$ cat src/rtl/mult_div_unit.sv
// HI/LO multiply/divide unit: single-cycle MULT/MULTU, 32-step restoring DIV/DIVU
// with a sign-fixup cycle, plus MTHI/MTLO writes and the Decode stall hook.
module mult_div_unit (
    input  logic        clk,
    input  logic        rst_n,
    input  logic        start,
    input  logic [1:0]  op,
    input  logic [31:0] src_a,
    input  logic [31:0] src_b,
    input  logic        cancel,
    input  logic        wr_hi,
    input  logic        wr_lo,
    input  logic [31:0] wdata,
    input  logic        hilo_use_d,
    output logic [31:0] hi,
    output logic [31:0] lo,
    output logic        busy,
    output logic        done,
    output logic        md_stall
);
    typedef enum logic [1:0] {IDLE, MUL, DIV, FIX} state_t;

    state_t      state_q, state_d;
    logic        sgn_q, sgn_d;
    logic [31:0] a_q, a_d, b_q, b_d;
    logic [4:0]  cnt_q, cnt_d;
    logic [31:0] rem_q, rem_d, quo_q, quo_d;
    logic [31:0] hi_q, hi_d, lo_q, lo_d;
    logic        done_q, done_d;

    logic        a_neg, b_neg, in_a_neg;
    logic [31:0] b_mag, in_a_mag;
    logic [63:0] ax, bx, prod;
    logic [32:0] rem_sh, diff;
    logic [31:0] q_fix, r_fix;

    assign a_neg    = sgn_q & a_q[31];
    assign b_neg    = sgn_q & b_q[31];
    assign b_mag    = b_neg ? (32'd0 - b_q) : b_q;
    assign in_a_neg = ~op[0] & src_a[31];
    assign in_a_mag = in_a_neg ? (32'd0 - src_a) : src_a;

    // Sign/zero extension to 64 bits makes one modular multiply serve both MULT and MULTU.
    assign ax   = {{32{a_neg}}, a_q};
    assign bx   = {{32{b_neg}}, b_q};
    assign prod = ax * bx;

    // Restoring step: the quotient register shifts the dividend out as quotient bits shift in.
    assign rem_sh = {rem_q, quo_q[31]};
    assign diff   = rem_sh - {1'b0, b_mag};
    assign q_fix  = (a_neg ^ b_neg) ? (32'd0 - quo_q) : quo_q;
    assign r_fix  = a_neg ? (32'd0 - rem_q) : rem_q;

    always_comb begin
        state_d = state_q;
        sgn_d   = sgn_q;
        a_d     = a_q;
        b_d     = b_q;
        cnt_d   = cnt_q;
        rem_d   = rem_q;
        quo_d   = quo_q;
        hi_d    = hi_q;
        lo_d    = lo_q;
        done_d  = 1'b0;
        if (cancel) begin
            state_d = IDLE;
        end else begin
            case (state_q)
                IDLE: begin
                    if (start) begin
                        sgn_d = ~op[0];
                        a_d   = src_a;
                        b_d   = src_b;
                        if (op[1]) begin
                            state_d = DIV;
                            cnt_d   = 5'd31;
                            rem_d   = 32'd0;
                            quo_d   = in_a_mag;
                        end else begin
                            state_d = MUL;
                        end
                    end else begin
                        if (wr_hi) hi_d = wdata;
                        if (wr_lo) lo_d = wdata;
                    end
                end
                MUL: begin
                    {hi_d, lo_d} = prod;
                    done_d       = 1'b1;
                    state_d      = IDLE;
                end
                DIV: begin
                    if (!diff[32]) begin
                        rem_d = diff[31:0];
                        quo_d = {quo_q[30:0], 1'b1};
                    end else begin
                        rem_d = rem_sh[31:0];
                        quo_d = {quo_q[30:0], 1'b0};
                    end
                    cnt_d = cnt_q - 5'd1;
                    if (cnt_q == 5'd0) begin
                        cnt_d   = 5'd0;
                        state_d = FIX;
                    end
                end
                FIX: begin
                    if (b_q == 32'd0) begin
                        lo_d = 32'hFFFF_FFFF;
                        hi_d = a_q;
                    end else begin
                        lo_d = q_fix;
                        hi_d = r_fix;
                    end
                    done_d  = 1'b1;
                    state_d = IDLE;
                end
                default: state_d = IDLE;
            endcase
        end
    end

    always_ff @(posedge clk) begin
        if (!rst_n) begin
            state_q <= IDLE;
            sgn_q   <= 1'b0;
            a_q     <= 32'd0;
            b_q     <= 32'd0;
            cnt_q   <= 5'd0;
            rem_q   <= 32'd0;
            quo_q   <= 32'd0;
            hi_q    <= 32'd0;
            lo_q    <= 32'd0;
            done_q  <= 1'b0;
        end else begin
            state_q <= state_d;
            sgn_q   <= sgn_d;
            a_q     <= a_d;
            b_q     <= b_d;
            cnt_q   <= cnt_d;
            rem_q   <= rem_d;
            quo_q   <= quo_d;
            hi_q    <= hi_d;
            lo_q    <= lo_d;
            done_q  <= done_d;
        end
    end

    assign hi       = hi_q;
    assign lo       = lo_q;
    assign busy     = (state_q != IDLE);
    assign done     = done_q;
    // Gated by rst_n so a stale state before the first reset edge cannot stall the pipe.
    assign md_stall = busy & hilo_use_d & rst_n;
endmodule

$ cat config.mk
export PLATFORM = sky130hd
export DESIGN_NAME = mult_div_unit
export DESIGN_NICKNAME = d
export VERILOG_FILES = /design/src/rtl/mult_div_unit.sv
export SDC_FILE = /design/constraint.sdc
export NUM_CORES = 2
export LEC_CHECK = 0
export ABC_AREA = 1
export ABC_CLOCK_PERIOD_IN_PS = 9500
export BUFFER_PORTS_ARGS = -buffer_cell sky130_fd_sc_hd__buf_2
export CAP_MARGIN = 20
export CELL_PAD_IN_SITES_DETAIL_PLACEMENT = 2
export CELL_PAD_IN_SITES_GLOBAL_PLACEMENT = 2
export CORE_ASPECT_RATIO = 0.6
export CORE_UTILIZATION = 39
export CTS_CLUSTER_DIAMETER = 60
export CTS_CLUSTER_SIZE = 10
export DETAILED_ROUTE_END_ITERATION = 16
export PLACE_DENSITY_LB_ADDON = 0.05
export SLEW_MARGIN = 20
export SYNTH_ARGS = -nofsm -noshare
export SYNTH_HDL_FRONTEND = slang
export SYNTH_SLANG_ARGS = --single-unit
$ cat constraint.sdc
create_clock -name clk -period 9.5 [get_ports clk]
set_input_delay 2.85 -clock clk [delete_from_list [all_inputs] [get_ports clk]]
set_output_delay 2.85 -clock clk [all_outputs]
set_load 0.005 [all_outputs]
Word-level counts from Yosys, hierarchy flattened
Index checks and enable logic that the tools add are counted.
{ "word_totals": {"ff_bits": 201, "in_bits": 105, "output_inout_bits": 67, "word_cells": 77} }
{ "classes": {"addsub": 6, "mul": 1, "eq_ne": 9, "n_mux": 29, "bitwise_logic": 9, "reduce_logical": 13} }
{ "op_table": {"columns": ["operator", "n"], "rows": [
  ["$mux W32", 15],
  ["$pmux W32 S3", 2],
  ["$pmux W32 S2", 2],
  ["$sub A1 B32 Y32 const A", 4],
  ["$mul A33 B33 Y64", 1],
  ["$sub A33 B32 Y33", 1],
  ["$logic_not A32 Y1", 1],
  ["$mux W5", 3],
  ["$ne A2 B2 Y1 const B", 6],
  ["$reduce_and A4 Y1", 3],
  ["$pmux W5 S2", 1],
  ["$mux W2", 3],
  ["$pmux W2 S3", 1],
  ["$and A1 B1 Y1", 5],
  ["$logic_not A5 Y1", 1],
  ["$sub A5 B1 Y5 const B", 1],
  ["$eq A2 B2 Y1 const B", 2],
  ["$reduce_bool A2 Y1", 2],
  ["$reduce_or A2 Y1", 2],
  ["$not A1 Y1", 3],
  ["$reduce_and A3 Y1", 1],
  ["$reduce_bool A3 Y1", 1],
  ["$eq A2 B1 Y1 const B", 1],
  ["$logic_not A2 Y1", 1],
  ["3 further kinds", 4]
]} }

Logic depth before layout (Yosys ltp)
{ "logic_depth": {"word_depth": 6, "mapped_depth": 36, "mapped_depth_nobuf": 34} }

Worst setup path after synthesis
OpenSTA, ideal clock, no wires.
{ "synth_timing": {"path_kind": "register -> register", "start": "register a_q[31]", "end": "register hi_q[28] (netlist: hi[28])", "setup_ns": 0.119, "arrival_time_ns": 7.561, "setup_slack_ns": 1.819, "stages_incl_launch_ff": 31, "path_buffers": 4, "cell_sequence": "dfxtp_1 buf_2 nand2_1 clkbuf_1 buf_2 buf_1 nor2_1 fa_1 inv_1 fa_1 inv_1 fa_1 inv_1 fa_1 inv_1 fa_1 inv_1 fa_1 fa_1 fa_1 inv_1 ha_1 nand2_1 nor2_1 nand2_1 nor4_1 nand2_1 nand3_1 nand2_1 nand3_1 a21oi_1"} }
{ "synth_between": {"elab_chain_len": 4} }
{ "synth_rtl": {"columns": ["element", "line", "text"], "rows": [
  ["start: declaration", "25", "logic [31:0] a_q, a_d, b_q, b_d;"],
  ["start signal: assignment", "126", "a_q <= 32'd0;"],
  ["start signal: assignment", "137", "a_q <= a_d;"],
  ["parallel branches: the longest is 3 deep, another holds $mul A33 B33 Y64", null, null],
  ["$pmux W32 S3 (*)", "68", "case (state_q)"],
  ["end signal: assignment", "142", "hi_q <= hi_d;"],
  ["end: declaration", "28", "logic [31:0] hi_q, hi_d, lo_q, lo_d;"]
]} }
Mark *: on every way between the ends.
A chain may end at the register's enable or synchronous reset.

Worst setup path in the final report
{ "layout_timing": {"start": "register a_q[16]", "end": "register lo_q[31] (netlist: lo[31])"} }
{ "layout_between": {"elab_chain_len": 2} }
{ "layout_rtl": {"columns": ["element", "line", "text"], "rows": [
  ["$mul A33 B33 Y64", "46", "assign prod = ax * bx;"],
  ["$pmux W32 S3", "68", null],
  ["end signal: assignment", "143", "lo_q <= lo_d;"],
  ["end: declaration", "28", null]
]} }
No other way between the ends.

==> out/qor.log <==
qor: status.outcome complete, no violations
qor: synthesis.yosys.cell_types.count 59
qor: floorplan.design.portCount 172
qor: power.power.total 0.00581 W
qor: synthesis.synth_async_sr_flop_share 0
qor: timing.finalClockSkew 26.0 ps
qor: min_path.worst_hold_path_type reg2reg
qor: cts.cts_htree_levels 1
qor: synthesis.top_cell_types_by_occurrence_after_synthesis 2050 x sky130_fd_sc_hd__nand2_1, 1985 x sky130_fd_sc_hd__inv_1, 1126 x sky130_fd_sc_hd__fa_1, 447 x sky130_fd_sc_hd__nor2_1, 317 x sky130_fd_sc_hd__a21oi_1
qor: synthesis.synthesis.area_per_instance 7.18 sq um
qor: synthesis.yosysWarningCount 0
qor: synthesis.post-synth-top-area-cell sky130_fd_sc_hd__fa_1
qor: cts.cts-hold-fix-buffers 0
qor: grt.grt_overflow 0
qor: synthesis.synthFlopType sky130_fd_sc_hd__dfxtp_1
qor: power.total_power_divided_by_cell_area 98.1 nW/um^2
qor: timing.relSlewSlack 0.239
qor: detailed_routing.vias 52063
qor: timing.fin_tns_setup 0 ps
qor: cts.worst_setup_hold_path_clk_slew 60 ps
qor: synthesis.number_of_storage_elements_in_the_synthesis_netlist 201
qor: placed_design.numPortBuffers 171
qor: worst_setup_path.worst_setup_path_end_kind register
qor: synthesis.synthMostInstantiatedCell sky130_fd_sc_hd__nand2_1
qor: timing.worst_hold_slack 482 ps
qor: detailed_routing.avgViaCountPerCell 5.42
qor: cts.clock_latency 640 ps
qor: detailed_routing.routed_wire_length_per_instance 27.3 um
qor: worst_setup_path.criticalPathCategory reg2reg
qor: floorplan.die_x 489 um
qor: synthesis.synth-seq-area-share 0.0725
qor: floorplan.placeableCoreArea 140000 sq um
qor: run.timing.max_cap.violations 0
qor: final_layout.fin_nets 9180
qor: power.ir_worst_vdd 105 uV
qor: cts.cts.sinks 201
qor: timing.layout_worst_path_cycle_share 0.901
qor: final_layout.layout.core_utilization 0.422
qor: worst_setup_path.critPathSlowestCell sky130_fd_sc_hd__dfxtp_2
qor: grt.first_pass_grt_wire_length 387 mm
qor: worst_setup_path.longest_individual_stage_delay_on_the_worst_path 1030 ps
qor: cts.cts_tree built
qor: grt.grt_start_max_net_pins 74
qor: detailed_routing.first_pass_iters 5
qor: placed_design.finalWeightedCongestion 0.968
qor: final_layout.final_layout_size_suffix_gt1_frac 0.0681
qor: worst_setup_path.crit_arrival 9130 ps
qor: synthesis.synth_largest_type_area_fraction 0.406
qor: worst_setup_path.critPathMaxFanout 20
qor: timing.final-hold-violation-count 0
qor: detailed_routing.postRouteAntennaNets 0
qor: floorplan.floorplan.die.height 294 um
qor: cts.cts_buffers 30
qor: synthesis.synthesis.instances 7728
qor: worst_setup_path.crit_required 10070 ps
qor: placed_design.post-place-ws 945 ps
qor: timing.setup_repair_after_global_routing_missed_its_margin false
qor: placed_design.dp_hpwl 223 mm
qor: floorplan.placement_rows 106
qor: synthesis.mappedNetlistNets 9208
qor: cts.post_cts_resize_count 0
qor: grt.grt_antenna_before_repair 6
qor: worst_setup_path.critical_path.most_common_cell sky130_fd_sc_hd__inv_1
qor: timing.final.setup.worst_slack 940 ps
qor: timing.timing.fmax 117 MHz
qor: worst_setup_path.worstSetupStartpointType register
qor: detailed_routing.drt-initial-drc-count 4250
qor: detailed_routing.drcViolationCount 0
qor: detailed_routing.drt_wl_total 262 mm
qor: grt.track_usage 0.367
qor: cts.clk_root_buffer_cell sky130_fd_sc_hd__clkbuf_16
qor: floorplan.design.die.area 144000 sq um
qor: timing.finalSetupViolations 0
qor: final_layout.area_growth_syn_to_layout 6.68%
qor: timing.final_critical_path_time_including_i_o_delays_and_setup 8560 ps
qor: synthesis.syn-cell-area 55500 sq um
qor: power.static-leakage-power 32.8 nW
qor: timing.max_slew.worst_pin.slew 1140 ps
qor: grt.first_global_vias 57256
qor: synthesis.main_area_contributors_after_synthesis sky130_fd_sc_hd__fa_1 41%, sky130_fd_sc_hd__nand2_1 14%, sky130_fd_sc_hd__inv_1 13%
qor: cts.post-cts-setup-buffer-count 0
qor: cts.clock_tree.buffer_depth 3
qor: timing.slew_viol_final 0
qor: synthesis.synth-edff-count 0
qor: floorplan.floorplan.initialDensity 0.396
## worst paths after layout
check                 from       end  slack, ps  cells past startpoint
setup / recovery   a_q[16]    lo[31]        940                     27
hold / removal    cnt_q[4]  cnt_q[4]        480                      2
setup reg to reg   a_q[16]    lo[31]        940                     27
hold reg to reg   cnt_q[4]  cnt_q[4]        480                      2
## metrics by stage
step	cells	instance area (sq um)
2_1_floorplan	7728	55500
3_3_place_gp	9558	58300
3_5_place_dp	9558	58300
4_1_cts	9603	59200
5_1_grt	9603	59200
6_report	9605	59200
## area by class of cell
| type | instances | area [sq um] |
|---|---|---|
| sequential | 201 | 4070 |
| tap | 1890 | 2360 |
| clock inverter | 10 | 115 |
| antenna | 2 | 5.00 |
| clock buffer | 35 | 790 |
| timing repair buffer | 312 | 1970 |
| multi-input combinational | 5133 | 42300 |
| inverter | 2022 | 7590 |
| fill | 16757 | 81100 |
## kinds of logic after synthesis
family	share of synthesized area
and+or+nand+nor	0.220
adders and majority gates	0.462
AOI/OAI and AO/OA	0.0685
DFF	0.0725
buffers and inverters	0.166
xor gates and xnor gates	0.0107
## worst max-delay path, delay by kind of cell (launching register included)
kind            cells  cell delay [ps]
simple gates        6             1140
buf+inv             9              740
flops               1             1030
compound gates      3             1060
fa+ha+maj           9             4500
## layout by cell type (no fill, tap or decap), types with 138 or more instances in the layout
cell type,count
sky130_fd_sc_hd__a21oi_1,317
sky130_fd_sc_hd__nand2_1,2048
sky130_fd_sc_hd__ha_1,249
sky130_fd_sc_hd__buf_4,138
sky130_fd_sc_hd__buf_2,170
sky130_fd_sc_hd__o21ai_0,227
sky130_fd_sc_hd__inv_1,1984
sky130_fd_sc_hd__dfxtp_1,165
sky130_fd_sc_hd__nand3_1,291
sky130_fd_sc_hd__nor2_1,443
sky130_fd_sc_hd__fa_1,1126
## state kept, by name (all words and copies together), names as in the netlist
register / count
a_q: 32
b_q: 32
cnt_q: 5
done: 1
hi: 32
lo: 32
quo_q: 32
rem_q: 32
sgn_q: 1
state_q: 2
## report_power, final
part	internal, W	switching (W)
Combinational	0.00116	0.00243
Sequential	0.000894	0.000182
Clock	0.000619	0.000518
Total	0.00268	0.00313
## routing by layer
metal | share of wire | vias to the layer above | global-route usage
met5 | 0.00024 | - | 0
met2 | 0.44 | 1835 | 0.562
met1 | 0.46 | 27540 | 0.536
met3 | 0.074 | 304 | 0.0545
met4 | 0.031 | 12 | 0.103
li1 | - | 22372 | -
No activity file was read; power rests on OpenSTA's default activity.
